==> src/rtl/sram_rd_pkg.sv <==
// Shared constants and FSM state type for the SRAM stream reader.
// The output buffer depth is fixed at 2. That is the minimum depth that sustains 1 word/cycle
// behind a 1-cycle-latency SRAM.
package sram_rd_pkg;

   localparam int unsigned SRAM_DEPTH = 16;
   localparam int unsigned ADDR_W     = 4;
   localparam int unsigned LEN_W      = 5;
   localparam int unsigned FIFO_DEPTH = 2;

   typedef enum logic [1:0] {
      IDLE,
      READ,
      DRAIN,
      DONE
   } rd_state_e;

endpackage

==> src/rtl/sram_rd_skid_fifo.sv <==
// 2-entry synchronous FIFO that holds SRAM read data until the stream consumer takes it.
// The caller guarantees there is no push when full and no pop when empty.
module sram_rd_skid_fifo #(
   parameter int unsigned Width = 64
) (
   input  logic             clk_i,
   input  logic             reset_i,
   input  logic             push_i,
   input  logic [Width-1:0] data_i,
   input  logic             pop_i,
   output logic [1:0]       count_o,
   output logic [Width-1:0] head_o
);

   logic [Width-1:0] mem_q [2];
   logic             wr_ptr_q;
   logic             rd_ptr_q;
   logic [1:0]       count_q;

   always_ff @(posedge clk_i) begin
      if (reset_i) begin
         mem_q[0] <= '0;
         mem_q[1] <= '0;
         wr_ptr_q <= 1'b0;
         rd_ptr_q <= 1'b0;
         count_q  <= 2'd0;
      end else begin
         if (push_i) begin
            mem_q[wr_ptr_q] <= data_i;
            wr_ptr_q        <= ~wr_ptr_q;
         end
         if (pop_i) begin
            rd_ptr_q <= ~rd_ptr_q;
         end
         count_q <= count_q + {1'b0, push_i} - {1'b0, pop_i};
      end
   end

   assign count_o = count_q;
   assign head_o  = mem_q[rd_ptr_q];

endmodule

==> src/rtl/sram_w16_stream_reader.sv <==
// Reads a run of consecutive addresses from the 16-entry input SRAM. The words are streamed out
// on a valid/ready interface, and a credit check keeps buffered + in-flight words within the FIFO.
module sram_w16_stream_reader
   import sram_rd_pkg::*;
#(
   parameter int unsigned sram_bit = 64
) (
   input  logic                clk_i,
   input  logic                reset_i,
   input  logic                start_i,
   input  logic [ADDR_W-1:0]   base_addr_i,
   input  logic [LEN_W-1:0]    len_i,
   output logic                busy_o,
   output logic                done_o,
   output logic                sram_cen_o,
   output logic                sram_wen_o,
   output logic [ADDR_W-1:0]   sram_a_o,
   input  logic [sram_bit-1:0] sram_q_i,
   output logic [sram_bit-1:0] out_data_o,
   output logic                out_valid_o,
   input  logic                out_ready_i
);

   rd_state_e         state_q, state_d;
   logic [ADDR_W-1:0] base_q, base_d;
   logic [LEN_W-1:0]  len_q, len_d;
   logic [LEN_W-1:0]  issued_q, issued_d;
   logic [LEN_W-1:0]  popped_q, popped_d;
   logic              inflight_q;
   logic              busy_q, done_q;

   logic [1:0]        fifo_count;
   logic [2:0]        occupancy;
   logic              pop;
   logic              issue;

   assign out_valid_o = (fifo_count != 2'd0);
   assign pop         = out_valid_o & out_ready_i;

   // Credit counts this cycle's pop so that issue can continue back-to-back under a steady drain.
   assign occupancy = {1'b0, fifo_count} + {2'b00, inflight_q} - {2'b00, pop};
   assign issue     = (state_q == READ) && (issued_q < len_q) && (occupancy < 3'(FIFO_DEPTH));

   assign sram_cen_o = ~issue;
   assign sram_wen_o = 1'b1;
   assign sram_a_o   = base_q + issued_q[ADDR_W-1:0];

   always_comb begin
      state_d  = state_q;
      base_d   = base_q;
      len_d    = len_q;
      issued_d = issued_q;
      popped_d = popped_q;
      if (issue) begin
         issued_d = issued_q + LEN_W'(1);
      end
      if (pop && (popped_q < len_q)) begin
         popped_d = popped_q + LEN_W'(1);
      end
      unique case (state_q)
         IDLE: begin
            if (start_i) begin
               base_d   = base_addr_i;
               len_d    = len_i;
               issued_d = '0;
               popped_d = '0;
               state_d  = (len_i == '0) ? DONE : READ;
            end
         end
         READ: begin
            if (issue && (issued_q + LEN_W'(1) == len_q)) begin
               state_d = DRAIN;
            end
         end
         DRAIN: begin
            if ((popped_d == len_q) && !inflight_q) begin
               state_d = DONE;
            end
         end
         DONE: state_d = IDLE;
         default: state_d = IDLE;
      endcase
   end

   always_ff @(posedge clk_i) begin
      if (reset_i) begin
         state_q    <= IDLE;
         base_q     <= '0;
         len_q      <= '0;
         issued_q   <= '0;
         popped_q   <= '0;
         inflight_q <= 1'b0;
         busy_q     <= 1'b0;
         done_q     <= 1'b0;
      end else begin
         state_q    <= state_d;
         base_q     <= base_d;
         len_q      <= len_d;
         issued_q   <= issued_d;
         popped_q   <= popped_d;
         inflight_q <= issue;
         busy_q     <= (state_d != IDLE);
         done_q     <= (state_d == DONE);
      end
   end

   assign busy_o = busy_q;
   assign done_o = done_q;

   sram_rd_skid_fifo #(
      .Width (sram_bit)
   ) u_fifo (
      .clk_i   (clk_i),
      .reset_i (reset_i),
      .push_i  (inflight_q),
      .data_i  (sram_q_i),
      .pop_i   (pop),
      .count_o (fifo_count),
      .head_o  (out_data_o)
   );

endmodule

==> config.mk <==
export PLATFORM = sky130hd
export DESIGN_NAME = sram_w16_stream_reader
export DESIGN_NICKNAME = d
export VERILOG_FILES = /design/src/rtl/sram_rd_pkg.sv /design/src/rtl/sram_rd_skid_fifo.sv /design/src/rtl/sram_w16_stream_reader.sv
export SDC_FILE = /design/constraint.sdc
export NUM_CORES = 1
export LEC_CHECK = 0
export CORE_MARGIN = 10
export CORE_UTILIZATION = 45
export DETAILED_ROUTE_END_ITERATION = 10
export PLACE_DENSITY = 0.8
export SLEW_MARGIN = 5
export SYNTH_ARGS = -nofsm -noshare
export SYNTH_HDL_FRONTEND = slang
export SYNTH_SLANG_ARGS = --single-unit
==> constraint.sdc <==
create_clock -name clk_i -period 9.2 [get_ports clk_i]
set_input_delay 2.3 -clock clk_i [delete_from_list [all_inputs] [get_ports clk_i]]
set_output_delay 2.3 -clock clk_i [all_outputs]
set_load 0.03 [all_outputs]
==> out/metrics.cfg <==
[final_layout]
diodes=0
multi_input_area_sq_um=2630
nets=776
area_growth_pct=30.9
final-seq-area_sq_um=4430
n_fill_cell=1191
drive_above_1_share_pct=15.7
finalInstanceArea_sq_um=9450

[die]
io_pins=150
core_area_sq_um=15800
start_util_pct=45.6
rows=46
fp.dieW_um=147
fp.dieArea_sq_um=21500
die_h_um=147

[power_and_ir_drop]
finalPower_uw=2200
p_leak_uw=0.00356
pwr_density_cell_nw_per_um2=233
p_switching_uw=670
clock_power_share_pct=28.7
power_frac_comb_pct=32.0
internal-power_uw=1530
seq_power_share_pct=39.3
swShare_pct=30.4
ir_worst_vdd_mv=0.136

[synthesis]
async_flop_share_pct=0
ys_ff_latch=157
synth_cells=537
netlist.area_leader.share_pct=53.3
synth_edf_count=128
yosys.area.top_type=edfxtp_1
syn_area_per_cell_sq_um=13.4
synth_nets=632
synth_compound_area_share_pct=3.41
syn_area_sq_um=7220
synthFlopType=edfxtp_1
yosysWarnings=0
synthTopCellsByArea=edfxtp_1 53%, and2_1 11%, mux2_2 10%
synthSimpleGateAreaFrac_pct=15.2
ys_types=47
synth_seq_area_share_pct=61.3
synth_fa_ha_area_share_pct=3.33
synth_top_family_by_area=simple AND/OR/NAND/NOR gates
synth_mux_area_share_pct=11.0
synthXorXnorAreaFrac_pct=3.17

[cts]
clk_pin_slew_ns=0.06
cts.sinks=157
clk_latency_ns=0.40
post_cts_buffers=0
hold_buffers=0
cts_resized=0
cts_buffer_depth=2
clock-root-buffer=clkbuf_16
cts_made_buffers=17
cts_max_level=4
cts_tree=built

[worst_hold_path]
hold_path_class=reg2reg
hold_path_depth=2
hp-start=u_fifo.rd_ptr_q

[critical_path]
cpPeakStageDelay_ns=0.62
start_kind=primary input
endpoint_kind=primary output
rrSetupSlack_ns=6.11
worstSetupStartpoint=out_ready_i
worst_path_max_delay_cell=clkdlybuf4s50_1
r2r_start=u_fifo.count_o[1]
worstPathRequired_ns=6.90
cp_data_arrival_time_ns=5.26
r2r-end=busy_o
crit_buf_inv=4
cp_max_fo=11
path_cells=clkdlybuf4s50_1 -> o21ai_2 -> inv_1 -> ha_1 -> inv_1 -> ha_1 -> fa_1 -> nor4b_1 -> nand3_1 -> a31o_2 -> clkdlybuf4s50_1
reg2reg_depth=12
worstSetupPathType=in2out
path_delay_family=buffers and inverters

[placement]
io_buffers=148
gp_congestion=0.808
hpwlAfterDp_um=10800
placed_area_sq_um=8900

[detailed_routing]
routed_wl_um=15900
drc=0
final_antenna_net_count=0
routed-via-count=4482
dr.pass1.iters=4
viasPerCell=4.93
drt_iter0_markers=267
routedWlPerCell_um=17.5

[timing]
period_share_pct=82.2
hold_slack_ns=0.504
hold_violations=0
fin_skew_ns=0.00603
setup_viol=0
post-route-min-period_ns=7.56
finalSetupTns_ns=0
worst_pin_slew_ns=1.00
fmax_mhz=132
slew-limit-headroom_pct=32.9
slew_violations=0
rsz0062_at_grt=false

[outcome]
status=finished, final reports clean

[global_route]
grt_max_degree=66
grt_use_total_pct=15.0
grt_pass1_vias=4969
grt_pass1_wl_um=26000
grt_antenna_before_repair=0
grt-ovfl-total=0

[job]
drv_cap=0

[cells in the mapped netlist, drive strengths merged (5+ instances only)]
master,instances
ha,16
clkbuf,26
and2,129
xor2,10
dfxtp,29
mux2i,7
xnor2,13
mux2,64
a21oi,10
edfxtp,128
nand3,5
o21ai,6
inv,18
nor2,30
[power by group through the flow]
stage               registers (uW)  logic, uW  clock network [uW]
floorplan                      872        443                   0
global placement               875        704                   0
detailed placement             879        710                   0
CTS                            865        715                 643
global route                   871        749                 673
finish                         865        705                 632
[layout by cell type (no fill, tap or decap), drive strengths merged, types with 5 or more instances in the layout]
master,n
clkdlybuf4s50,148
clkbuf,27
xor2,10
o21ai,6
mux2,64
xnor2,13
inv,18
dfxtp,29
a21oi,10
nor2,30
buf,5
edfxtp,128
ha,16
mux2i,7
nand3,5
and2,129
[cells by family after synthesis]
kind of cell / after synthesis
simple gates: 188
mux: 71
buf+inv: 46
flops: 157
compound gates: 32
xor+xnor: 24
fa+ha+maj: 18
other cells: 1
[stage by stage]
stage / worst slack, ns / cells / util [%]
after floorplan: 2.87 / 537 / -
after CTS: 1.66 / 910 / 59.7
after global routing: 1.51 / 910 / 59.7
after global placement: 1.82 / 878 / 56.3
after detailed placement: 1.67 / 878 / 56.3
final: 1.64 / 910 / 59.7
[worst max-delay path by stage]
| stage | slack, ns | depth (start not counted) | end |
|---|---|---|---|
| global route | 1.51 | 11 | sram_cen_o |
| CTS | 1.66 | 11 | sram_cen_o |
| floorplan | 2.87 | 10 | sram_cen_o |
| detailed placement | 1.67 | 11 | sram_cen_o |
| global placement | 1.82 | 11 | sram_cen_o |
| finish | 1.64 | 11 | sram_cen_o |
[layout make-up]
type	count	area share, %
inverter	18	0.715
clock buffer	27	5.34
multi-input combinational	334	27.8
tap	216	2.86
sequential	157	46.8
clock inverter	5	0.371
timing repair buffer	153	16.1
[tightest hold or removal path, cell delays in order (launching register included)]
cell     delay [ns]
dfxtp_1        0.32
xor2_1         0.08
nor2_1         0.07
[flip-flops by register name (all words and copies together), names as in the netlist, named ones only]
name,cells
base_q,4
busy_o,1
done_o,1
inflight_q,1
issued_q,5
len_q,5
popped_q,5
state_q,2
u_fifo.count_o,2
u_fifo.mem_q,128
u_fifo.rd_ptr_q,1
u_fifo.wr_ptr_q,1
[metal layers]
layer | vias up | global-route usage [%] | wire, um
li1 | 2166 | - | -
met1 | 2176 | 17.4 | 6810
met2 | 129 | 25.9 | 7930
met3 | 11 | 5.13 | 991
met4 | 0 | 4.05 | 167
met5 | - | 0 | 0
No activity file was read; power rests on OpenSTA's default activity.
==> RTL edit, RTL diff (config.mk and constraints unchanged) <==
The 4 states of `rd_state_e` get a one-hot encoding in 4 bits.
--- a/src/rtl/sram_rd_pkg.sv
+++ b/src/rtl/sram_rd_pkg.sv
@@ -8,11 +8,11 @@
    localparam int unsigned LEN_W      = 5;
    localparam int unsigned FIFO_DEPTH = 2;
 
-   typedef enum logic [1:0] {
-      IDLE,
-      READ,
-      DRAIN,
-      DONE
+   typedef enum logic [3:0] {
+      IDLE  = 4'b0001,
+      READ  = 4'b0010,
+      DRAIN = 4'b0100,
+      DONE  = 4'b1000
    } rd_state_e;
 
 endpackage
Check against the original RTL: no difference found for any inputs over 4 cycles, from zero or initial values and one cycle with reset_i high; so few cycles prove little.
==> RTL edit against the unedited design <==
Critical path depth is 2 lower; clock power up 11%; design area increased by 1.5%; setup slack better by 0.095 ns; synthesized area rose by 1.0%; non-clock buffer count did not move; power decreased by 5.0%; sequential cell count increased by 2; core utilization rose by 0.67 points; routed wire length up 4.9%; critical path type unchanged; critical endpoint unchanged; largest power group unchanged.
==> RTL edit: results (changes against the unedited design) <==
.. list-table::
   :header-rows: 1

   * - Metric
     - Value
   * - Status
     - finished clean
   * - Area share of xor/xnor cells in the synthesized design
     - 2.883% (-0.29 points)
   * - Overall routing resource usage
     - 15.59% (+0.55 points)
   * - Routability congestion estimate from global placement
     - 0.8374 (+3.7%)
   * - Start point of the worst hold path
     - state_q[3]
   * - Worst-path fanout max
     - 10 (-1)
   * - Leak Pwr
     - 3.636 nW (+2.0%)
   * - Setup skew after layout
     - 0.007602 ns (+0.001572 ns)
   * - Average via count per standard cell
     - 5.080 (+3.1%)
   * - Reg2Reg Depth
     - 10 (-2)
   * - Count of cell types in the netlist
     - 45 (-4.3%)
   * - Terminus of the critical flop-to-flop path
     - state_q[1]
   * - Proportion of layout cells with a drive suffix above 1
     - 15.89% (+0.18 points)
   * - Reported net switching power
     - 601.9 uW (-10%)
   * - Dpl hpwl
     - 11690 um (+8.1%)
   * - Ranking of synthesized cells by instance count
     - and2_1 (130), edfxtp_1 (128), mux2_2 (64)
   * - Vias in the first global route
     - 5051 (+1.7%)
   * - Crit path DAT
     - 5.17 ns (-0.09 ns)
   * - Reg-to-reg slack, setup
     - 6.05 ns (-0.06 ns)
   * - Number of vias in the routed layout
     - 4679 (+4.4%)
   * - Global-route wire length before repair
     - 26570 um (+2.4%)
   * - Number of cells on the worst hold path
     - 1 (-1)
   * - WL/cell
     - 18.12 um (+3.7%)
   * - Source-to-sink clock delay at the later pin of the worst-skew pair
     - 0.42 ns (+0.02 ns)
   * - Largest vdd supply drop
     - 0.1212 mV (-11%)
   * - Maximum cell stage delay along the critical path
     - 0.71 ns (+0.09 ns)
   * - Post-synthesis sequential area ratio
     - 61.22% (-0.071 points)
   * - Largest cells by area after synthesis
     - edfxtp_1 (53%), and2_1 (11%), mux2_2 (9.9%)
   * - Pre-CTS WS
     - 1.753 ns (+0.08585 ns)
   * - Worst Hold Slack
     - 0.5052 ns (+0.0008660 ns)
   * - Adder and majority gate portion of the synthesized area
     - 3.294% (-0.034 points)
   * - Iteration-0 DRC count of the detailed router
     - 240 (-10%)
## RTL edit: how the worst max path moves through the flow
stage           startpoint          to  slack [ns]  depth (start not counted)
6_report       out_ready_i  sram_cen_o        1.73                          9
4_1_cts        out_ready_i  sram_cen_o        1.73                          9
5_1_grt        out_ready_i  sram_cen_o        1.61                          9
3_3_place_gp   out_ready_i  sram_cen_o        1.79                          9
2_1_floorplan  out_ready_i  sram_cen_o        2.92                          7
3_5_place_dp   out_ready_i  sram_cen_o        1.75                          9
## RTL edit: layout make-up
type                    count  area [sq um]
multi-input cells         342          2669
fillers                  1232          6296
well taps                 216         270.3
repair buffers            153          1519
clock buffers              18         429.2
clock inverters            14         165.2
flip-flops and latches    159          4466
inverters                  19         71.32
## RTL edit: worst max-delay path, delay by kind of cell
| kind | cells | cell delay [ns] |
|---|---|---|
| buffers and inverters | 3 | 1.24 |
| adder cells (fa/ha/maj) | 3 | 0.82 |
| AO/OA/AOI/OAI | 3 | 0.81 |
## RTL edit: kinds of logic (layout without fill, tap and decap cells)
kind of cell | after synthesis | count (layout)
adder cells (fa/ha/maj) | 18 | 18
XOR/XNOR | 24 | 24
AND/OR/NAND/NOR | 194 | 194
flip-flops | 159 | 159
multiplexers | 76 | 76
other | 1 | 1
AO/OA/AOI/OAI | 29 | 29
buffers and inverters | 46 | 204
## RTL edit: power by group through the flow
stage	Sequential, mW	Combinational [mW]	Clock [mW]
detailed placement	0.861	0.544	0
global route	0.852	0.573	0.748
CTS	0.847	0.548	0.716
finish	0.845	0.541	0.704
global placement	0.859	0.540	0
floorplan	0.834	0.352	0
## RTL edit: per-layer routing
metal,vias up,part of all wire [%],global-route usage [%]
li1,2204,-,-
met1,2327,42,18.14
met2,129,50,26.56
met3,19,6.8,4.791
met4,0,1.3,5.550
met5,-,0,0
